<file path="config.mk">
export PLATFORM = sky130hd
export DESIGN_NAME = irq_ctrl
export DESIGN_NICKNAME = d
export VERILOG_FILES = /design/src/rtl/irq_pkg.sv /design/src/rtl/irq_prio_enc.sv /design/src/rtl/irq_ctrl.sv
export SDC_FILE = /design/constraint.sdc
export NUM_CORES = 1
export LEC_CHECK = 0
export ABC_CLOCK_PERIOD_IN_PS = 1900
export CAP_MARGIN = 20
export CORE_MARGIN = 2
export CORE_UTILIZATION = 38
export DETAILED_ROUTE_END_ITERATION = 10
export GPL_ROUTABILITY_DRIVEN = 0
export PLACE_DENSITY = 0.76
export SETUP_SLACK_MARGIN = 0.05
export SLEW_MARGIN = 15
export SYNTH_ARGS = -nofsm -noshare
export SYNTH_HDL_FRONTEND = slang
export SYNTH_SLANG_ARGS = --single-unit
</file>
<file path="constraint.sdc">
create_clock -name clk -period 1.9 [get_ports clk]
set_clock_uncertainty 0.05 [all_clocks]
set_input_delay 0.38 -clock clk [delete_from_list [all_inputs] [get_ports clk]]
set_output_delay 0.38 -clock clk [all_outputs]
set_load 0.05 [all_outputs]
</file>
<file path="src/rtl/irq_pkg.sv">
// Shared constants for the interrupt controller: register word map,
// default source count and VEC layout.
package irq_pkg;

  localparam int N_SRC_DEFAULT = 6;

  localparam logic [2:0] IRQ_PEND = 3'd0;
  localparam logic [2:0] IRQ_MASK = 3'd1;
  localparam logic [2:0] IRQ_MODE = 3'd2;
  localparam logic [2:0] IRQ_ISR  = 3'd3;
  localparam logic [2:0] IRQ_VEC  = 3'd4;

  localparam int VEC_VALID_BIT = 31;

endpackage

</file>
<file path="src/rtl/irq_prio_enc.sv">
// Lowest-index-first priority encoder; idx reads W when no bit is set.
module irq_prio_enc #(
  parameter int W     = 6,
  parameter int IDX_W = $clog2(W + 1)
) (
  input  logic [W-1:0]     vec,
  output logic [W-1:0]     oneHot,
  output logic [IDX_W-1:0] idx,
  output logic             valid
);

  // Scanning downward leaves the lowest set bit as the final winner.
  always_comb begin
    oneHot = '0;
    idx    = IDX_W'(W);
    valid  = 1'b0;
    for (int i = W - 1; i >= 0; i--) begin
      if (vec[i]) begin
        oneHot    = '0;
        oneHot[i] = 1'b1;
        idx       = IDX_W'(i);
        valid     = 1'b1;
      end
    end
  end

endmodule

</file>
<file path="src/rtl/irq_ctrl.sv">
// Programmable interrupt controller feeding CP0 hwInt: pending/mask/mode
// registers, in-service tracking for strict-priority nesting, bridge reg file.
module irq_ctrl
  import irq_pkg::*;
#(
  parameter int N_SRC = N_SRC_DEFAULT
) (
  input  logic             clk,
  input  logic             reset,
  input  logic [N_SRC-1:0] src,
  input  logic [2:0]       addr,
  input  logic             we,
  input  logic [31:0]      wdata,
  output logic [31:0]      rdata,
  input  logic             taken,
  output logic [N_SRC-1:0] hwInt
);

  localparam int IDX_W = $clog2(N_SRC + 1);

  logic [N_SRC-1:0] srcQ, pend, mask, mode, isr;
  logic [N_SRC-1:0] kOneHot, belowK, eligible, selOneHot;
  logic [IDX_W-1:0] unusedKIdx, selIdx;
  logic             kValid, selValid;
  logic [N_SRC-1:0] pendSet, w1cClr, takenClr, eoiClr, takenSet;
  logic [N_SRC-1:0] pendNext, isrNext;
  logic             wrPend, wrMask, wrMode, wrIsr, takenHit;
  logic [31-N_SRC:0] unusedWdata;

  assign unusedWdata = wdata[31:N_SRC];

  irq_prio_enc #(.W(N_SRC), .IDX_W(IDX_W)) u_kEnc (
    .vec   (isr),
    .oneHot(kOneHot),
    .idx   (unusedKIdx),
    .valid (kValid)
  );

  // Only lines strictly above the highest-priority in-service line may nest.
  assign belowK   = kValid ? (kOneHot - N_SRC'(1)) : '1;
  assign eligible = pend & mask & belowK;

  irq_prio_enc #(.W(N_SRC), .IDX_W(IDX_W)) u_selEnc (
    .vec   (eligible),
    .oneHot(selOneHot),
    .idx   (selIdx),
    .valid (selValid)
  );

  assign wrPend   = we && (addr == IRQ_PEND);
  assign wrMask   = we && (addr == IRQ_MASK);
  assign wrMode   = we && (addr == IRQ_MODE);
  assign wrIsr    = we && (addr == IRQ_ISR);
  assign takenHit = taken && (|hwInt);

  assign pendSet  = (mode & src & ~srcQ) | (~mode & src);
  assign w1cClr   = wrPend ? wdata[N_SRC-1:0] : '0;
  // Level lines stay pending on acceptance; the ISR bit blocks them until EOI.
  assign takenClr = takenHit ? (hwInt & mode) : '0;
  assign takenSet = takenHit ? hwInt : '0;
  assign eoiClr   = wrIsr ? kOneHot : '0;

  assign pendNext = (pend & ~w1cClr & ~takenClr) | pendSet;
  assign isrNext  = (isr & ~eoiClr) | takenSet;

  always_ff @(posedge clk or negedge reset) begin
    if (!reset) begin
      srcQ  <= '0;
      pend  <= '0;
      mask  <= '0;
      mode  <= '0;
      isr   <= '0;
      hwInt <= '0;
    end else begin
      srcQ  <= src;
      pend  <= pendNext;
      isr   <= isrNext;
      hwInt <= selOneHot;
      if (wrMask) mask <= wdata[N_SRC-1:0];
      if (wrMode) mode <= wdata[N_SRC-1:0];
    end
  end

  always_comb begin
    rdata = '0;
    case (addr)
      IRQ_PEND: rdata[N_SRC-1:0] = pend;
      IRQ_MASK: rdata[N_SRC-1:0] = mask;
      IRQ_MODE: rdata[N_SRC-1:0] = mode;
      IRQ_ISR:  rdata[N_SRC-1:0] = isr;
      IRQ_VEC: begin
        if (selValid) begin
          rdata[VEC_VALID_BIT] = 1'b1;
          rdata[IDX_W-1:0]     = selIdx;
        end
      end
      default: rdata = '0;
    endcase
  end

endmodule

</file>
### Word-level counts from Yosys, hierarchy flattened

Index checks and enable logic that the tools add are counted.

| word-level totals | value |
|---|---|
| bits in registers | 36 |
| bits in latches | 0 |
| RAM bits | 0 |
| ROM bits | 0 |
| word-level logic and storage cells | 75 |
| memories kept | 0 |

| operators by class | value |
|---|---|
| $add $sub $neg | 1 |
| multipliers | 0 |
| divide/modulo/power cells | 0 |
| magnitude comparators | 0 |
| eq/ne operators | 4 |
| shift operators | 0 |
| mux-type cells | 40 |
| bitwise operators | 17 |
| reductions and logical operators | 7 |

Operators with widths:

| kind | number |
|---|---|
| 2-to-1 mux 6 bit | 17 |
| AND 6 bit | 9 |
| inverter 6 bit | 5 |
| OR 6 bit | 3 |
| 2-to-1 mux 3 bit | 5 |
| case mux 3 bit (5 select lines) | 1 |
| 2-to-1 mux 1 bit | 14 |
| case mux 3 bit (4 select lines) | 1 |
| equality test 3 x 2 -> 1 bit (second input constant) | 2 |
| OR reduction 6 bit | 1 |
| subtractor 6 x 1 -> 6 bit (second input constant) | 1 |
| logical AND 1 bit | 5 |
| 2-to-1 mux 2 bit | 2 |
| equality test 3 x 1 -> 1 bit (second input constant) | 1 |
| equality test 3 bit (second input constant) | 1 |
| zero test 3 bit | 1 |

### Logic depth before layout (Yosys ltp)

| depth | value |
|---|---|
| depth in word-level cells | 17 |
| mapped depth | 5 |

### Modules after synthesis

From an unflattened synthesis, not the netlist that was laid out.

| second synthesis, totals | value |
|---|---|
| cells, all modules | 195 |
| area, all modules | 2,090.8 um^2 |

By module, submodules not included:

| module | times used | cells an instance | area an instance (um^2) | seq. area each (um^2) |
|---|---|---|---|---|
| irq_ctrl | 1 | 165 | 1,878.1 | 900.9 |
| irq_prio_enc | 2 | 15 | 106.4 | 0.0 |

### Worst setup path after synthesis

OpenSTA, ideal clock, no wires.

| timing path | value |
|---|---|
| path kind | input-to-output |
| start point | in addr[1] |
| end point | out rdata[0] |
| arrival | 2.507 ns |
| required time | 1.470 ns |
| setup slack | -1.037 ns |
| stages on the path | 4 |
| cell sequence | buf_4 nor2_1 nand2_1 o41ai_1 |

| between the ends | value |
|---|---|
| word-level cells in the longest chain between the ends | 2 |
| elaborated cells on any way between the ends | 6 |
| classes of those cells | eq/ne (4); mux (1); reduce/logical (1) |

RTL lines:

| item | line | text |
|---|---|---|
| from (decl) | irq_ctrl.sv:11 | `input logic [2:0] addr,` |
| equality test 3 bit (tied with other cells) | irq_ctrl.sv:86 | `case (addr)` |
| case mux 3 bit (5 select lines) * | irq_ctrl.sv:86 |  |
| to (decl) | irq_ctrl.sv:14 | `output logic [31:0] rdata,` |

Every way passes the cells marked *; elsewhere a longest branch is shown, timed or not.

### Worst setup path in the final report

| timing path | value |
|---|---|
| start point | reg isr[0] |
| end point | out rdata[2] |

| between the ends | value |
|---|---|
| word-level cells in the longest chain between the ends | 12 |
| elaborated cells on any way between the ends | 17 |
| classes of those cells | add/sub (1); mux (15); bitwise (1) |

RTL lines:

| item | line | text |
|---|---|---|
| from (decl) | irq_ctrl.sv:21 | `logic [N_SRC-1:0] srcQ, pend, mask, mode, isr;` |
| from (signal assigned) | irq_ctrl.sv:77 | `isr <= isrNext;` |
| 2-to-1 mux 6 bit | irq_prio_enc.sv:18 | `if (vec[i]) begin` |
| subtractor 6 x 1 -> 6 bit | irq_ctrl.sv:40 | `assign belowK = kValid ? (kOneHot - N_SRC'(1)) : '1;` |
| 2-to-1 mux 6 bit * | irq_ctrl.sv:40 |  |
| AND 6 bit * | irq_ctrl.sv:41 | `assign eligible = pend & mask & belowK;` |
| 2-to-1 mux 1 bit (6 in series) | irq_prio_enc.sv:18 |  |
| 2-to-1 mux 3 bit * | irq_ctrl.sv:92 | `if (selValid) begin` |
| case mux 3 bit (5 select lines) * | irq_ctrl.sv:86 |  |

Marks and branches as above.

==> flow_metrics.env <==
export IMPL_status="complete, but fails checks"
export IMPL_violations="setup timing"
export IMPL_startpoint_type="flip-flop"
export IMPL_setup_ws_ns=-0.455
export IMPL_place_inst=295
export IMPL_critPathMaxFanout=3
export IMPL_critPathMaxStageDelay_ns=0.53
export IMPL_slew_viol_final=0
export IMPL_die_y_um=75.7
export IMPL_syn_area_per_cell_um2=11.1
export IMPL_clockBufferDepth=2
export IMPL_yosysTopAreaCell="dfrtp_1"
export IMPL_insertion_delay_ns=0.30
export IMPL_wl_per_cell_um=15.7
export IMPL_syn_inst=176
export IMPL_setup_viol=7
export IMPL_fin_crit_ns=2.36
export IMPL_hpwl_um=3420
export IMPL_critPathBufInv=1
export IMPL_area_growth_pct=43.1
export IMPL_cts_made_buffers=5
export IMPL_antenna_found_initial=0
export IMPL_grt_use_total_pct=19.1
export IMPL_finalHoldViolCount=0
export IMPL_fmax_mhz=425
export IMPL_grt_max_degree=37
export IMPL_syn_area_um2=1950
export IMPL_ys_types=33
export IMPL_dp_slack_ns=-0.480
export IMPL_ys_top_cells_by_area="dfrtp_1 (46%), buf_4 (10%), mux2_2 (6.9%)"
export IMPL_cts_max_level=2
export IMPL_drive_above_1_share_pct=41.5
export IMPL_drv_cap=0
export IMPL_p_leak_nw=1.26
export IMPL_core_um2=5040
export IMPL_seq_area_frac_synth_pct=46.2
export IMPL_drt_iter0_drc=63
export IMPL_first_pass_iters=4
export IMPL_rsz0062_at_grt="yes"
export IMPL_antenna_cells=0
export IMPL_viasPerCell=4.97
export IMPL_stdcell_area_um2=2790
export IMPL_drc=0
export IMPL_critPathArrivalTime_ns=1.93
export IMPL_start_util_pct=38.7
export IMPL_placed_area_um2=2460
export IMPL_fillers=420
export IMPL_multiInputGateArea_um2=1060
export IMPL_yosysTopAreaCellShare_pct=46.2
export IMPL_cts_hold_buf=0
export IMPL_layout_cells_non_filler=311
export IMPL_numClockSinks=36
export IMPL_worst_pin_slew_ns=0.518
export IMPL_ir_drop_mv=0.570
export IMPL_critPathCaptureType="output pin"
export IMPL_num_vias=1547
export IMPL_grt_pass1_vias=1526
export IMPL_slowest_stage="or4_4"
export IMPL_critPathTopFamily="simple AND/OR/NAND/NOR gates"
export IMPL_slew_headroom_pct=65.3
export IMPL_utilization_pct=55.4
export IMPL_row_count=26
export IMPL_min_path_type="in -> async"
export IMPL_ff_latch_area_um2=903
export IMPL_yosys_warnings=0
export IMPL_clk_pin_slew_ns=0.08
export IMPL_cp_data_required_time_ns=1.47
export IMPL_timing_setup_tns_ns=-1.32
export IMPL_drtAntennaViolNets=0
export IMPL_cts_root_buf="clkbuf_8"
export IMPL_power_density_nw_per_um2=1090
export IMPL_path_cells="nor3_4 > nand3_2 > or4_4 > o22ai_4 > buf_6"
export IMPL_grt_overflow=0
export IMPL_ios=83
export IMPL_dieWidth_um=75.7
export IMPL_tritoncts="yes"
export IMPL_layout_nets=285
export IMPL_portBuffers=31
export IMPL_grt_pass1_wl_um=7810
export IMPL_critPathKind="reg -> out"
export IMPL_die_area_um2=5730
export IMPL_synth_seq_cells=36
export IMPL_period_share_pct=124
export IMPL_routed_wl_um=4890
## worst reg2reg max path, cell delays in order (launching register included)
cell and delay [ns]:
dfrtp_2 0.45, nor3_4 0.21, nand3_2 0.13, or4_4 0.53, buf_4 0.16, nor2_1 0.11
## kinds of logic after synthesis
group / after synthesis / synth area share [%]
flops: 36 / 46.2
buf+inv: 35 / 12.7
mux: 18 / 13.8
compound gates: 30 / 10.6
other cells: 1 / 0.192
simple gates: 56 / 16.5
## cells in the mapped netlist (all sizes together)
library cell  number
inv                3
nand4b             1
o21ai              8
mux4               6
o31ai              2
nor3               2
nor4bb             2
a32o               2
a22o               2
nand2             21
nand3              5
o22ai              1
buf               32
or4                2
o32ai              2
dfrtp             36
nand2b             1
a21boi             4
nor2b              8
a21oi              6
a311oi             1
o21a               1
mux2              12
conb               1
o41ai              1
nor2              13
nor4b              1
## worst paths after layout
path,depth (start not counted),endpoint,slack (ns),startpoint
hold / removal,2,hwInt[1]$_DFF_PN0_,0.44,reset
max in group asynchronous,2,isr[3]$_DFF_PN0_,1.02,reset
min in group clk,1,pend[5]$_DFF_PN0_,0.44,mode[5]$_DFFE_PN0P_
hold reg to reg,1,pend[5]$_DFF_PN0_,0.44,mode[5]$_DFFE_PN0P_
setup reg to reg,5,hwInt[4]$_DFF_PN0_,0.19,isr[0]$_DFF_PN0_
setup / recovery,5,rdata[2],-0.46,isr[0]$_DFF_PN0_
## through the flow
step	hold slack, ns	total power [W]
after global placement	0.414	0.00211
final	0.437	0.00306
after global routing	0.479	0.00320
after floorplan	0.0344	0.00178
after detailed placement	0.433	0.00214
after CTS	0.443	0.00300
## registers in the layout, summed over array words and instances (netlist names)
| signal | cells |
|---|---|
| hwInt | 6 |
| isr | 6 |
| mask | 6 |
| mode | 6 |
| pend | 6 |
| srcQ | 6 |
## power by group
| group | internal [W] | switching [W] |
|---|---|---|
| Sequential | 0.000917 | 0.000152 |
| Clock | 0.000388 | 0.000289 |
| Combinational | 0.000593 | 0.000720 |
| Total | 0.00190 | 0.00116 |
## repair_timing
item | CTS | global route
endpoints found under the hold margin | 0 | 0
gates resized for setup | 35 | 6
pin swaps | 6 | 2
setup buffers | 7 | 2
cloned | 1 | 0
endpoints found under the setup margin | 22 | 14
## layout by cell type (no fill, tap or decap), drive strengths merged, types with 3 or more instances in the layout
| cell | count |
|---|---|
| inv | 3 |
| mux2 | 12 |
| conb | 25 |
| nor2 | 13 |
| clkdlybuf4s50 | 14 |
| dfrtp | 36 |
| nand3 | 5 |
| clkbuf | 5 |
| o21ai | 8 |
| a21boi | 4 |
| mux4 | 6 |
| nand2 | 21 |
| a21oi | 6 |
| nor2b | 8 |
| buf | 47 |
## layout make-up
cell class,count,share of cell area (%)
Timing Repair Buffer,65,22.3
Clock inverter,3,1.52
Sequential cell,36,32.3
Tap cell,70,3.13
Clock buffer,5,2.46
Inverter,3,0.403
Multi-Input combinational cell,129,37.8
## routing by layer
metal | global-route usage, % | part of all wire, % | vias to the layer above
li1 | - | - | 701
met1 | 26.6 | 43 | 775
met2 | 29.5 | 50 | 62
met3 | 3.57 | 5.4 | 9
met4 | 7.60 | 2.2 | 0
met5 | 0 | 0 | -
(Power assumes the default switching activity.)
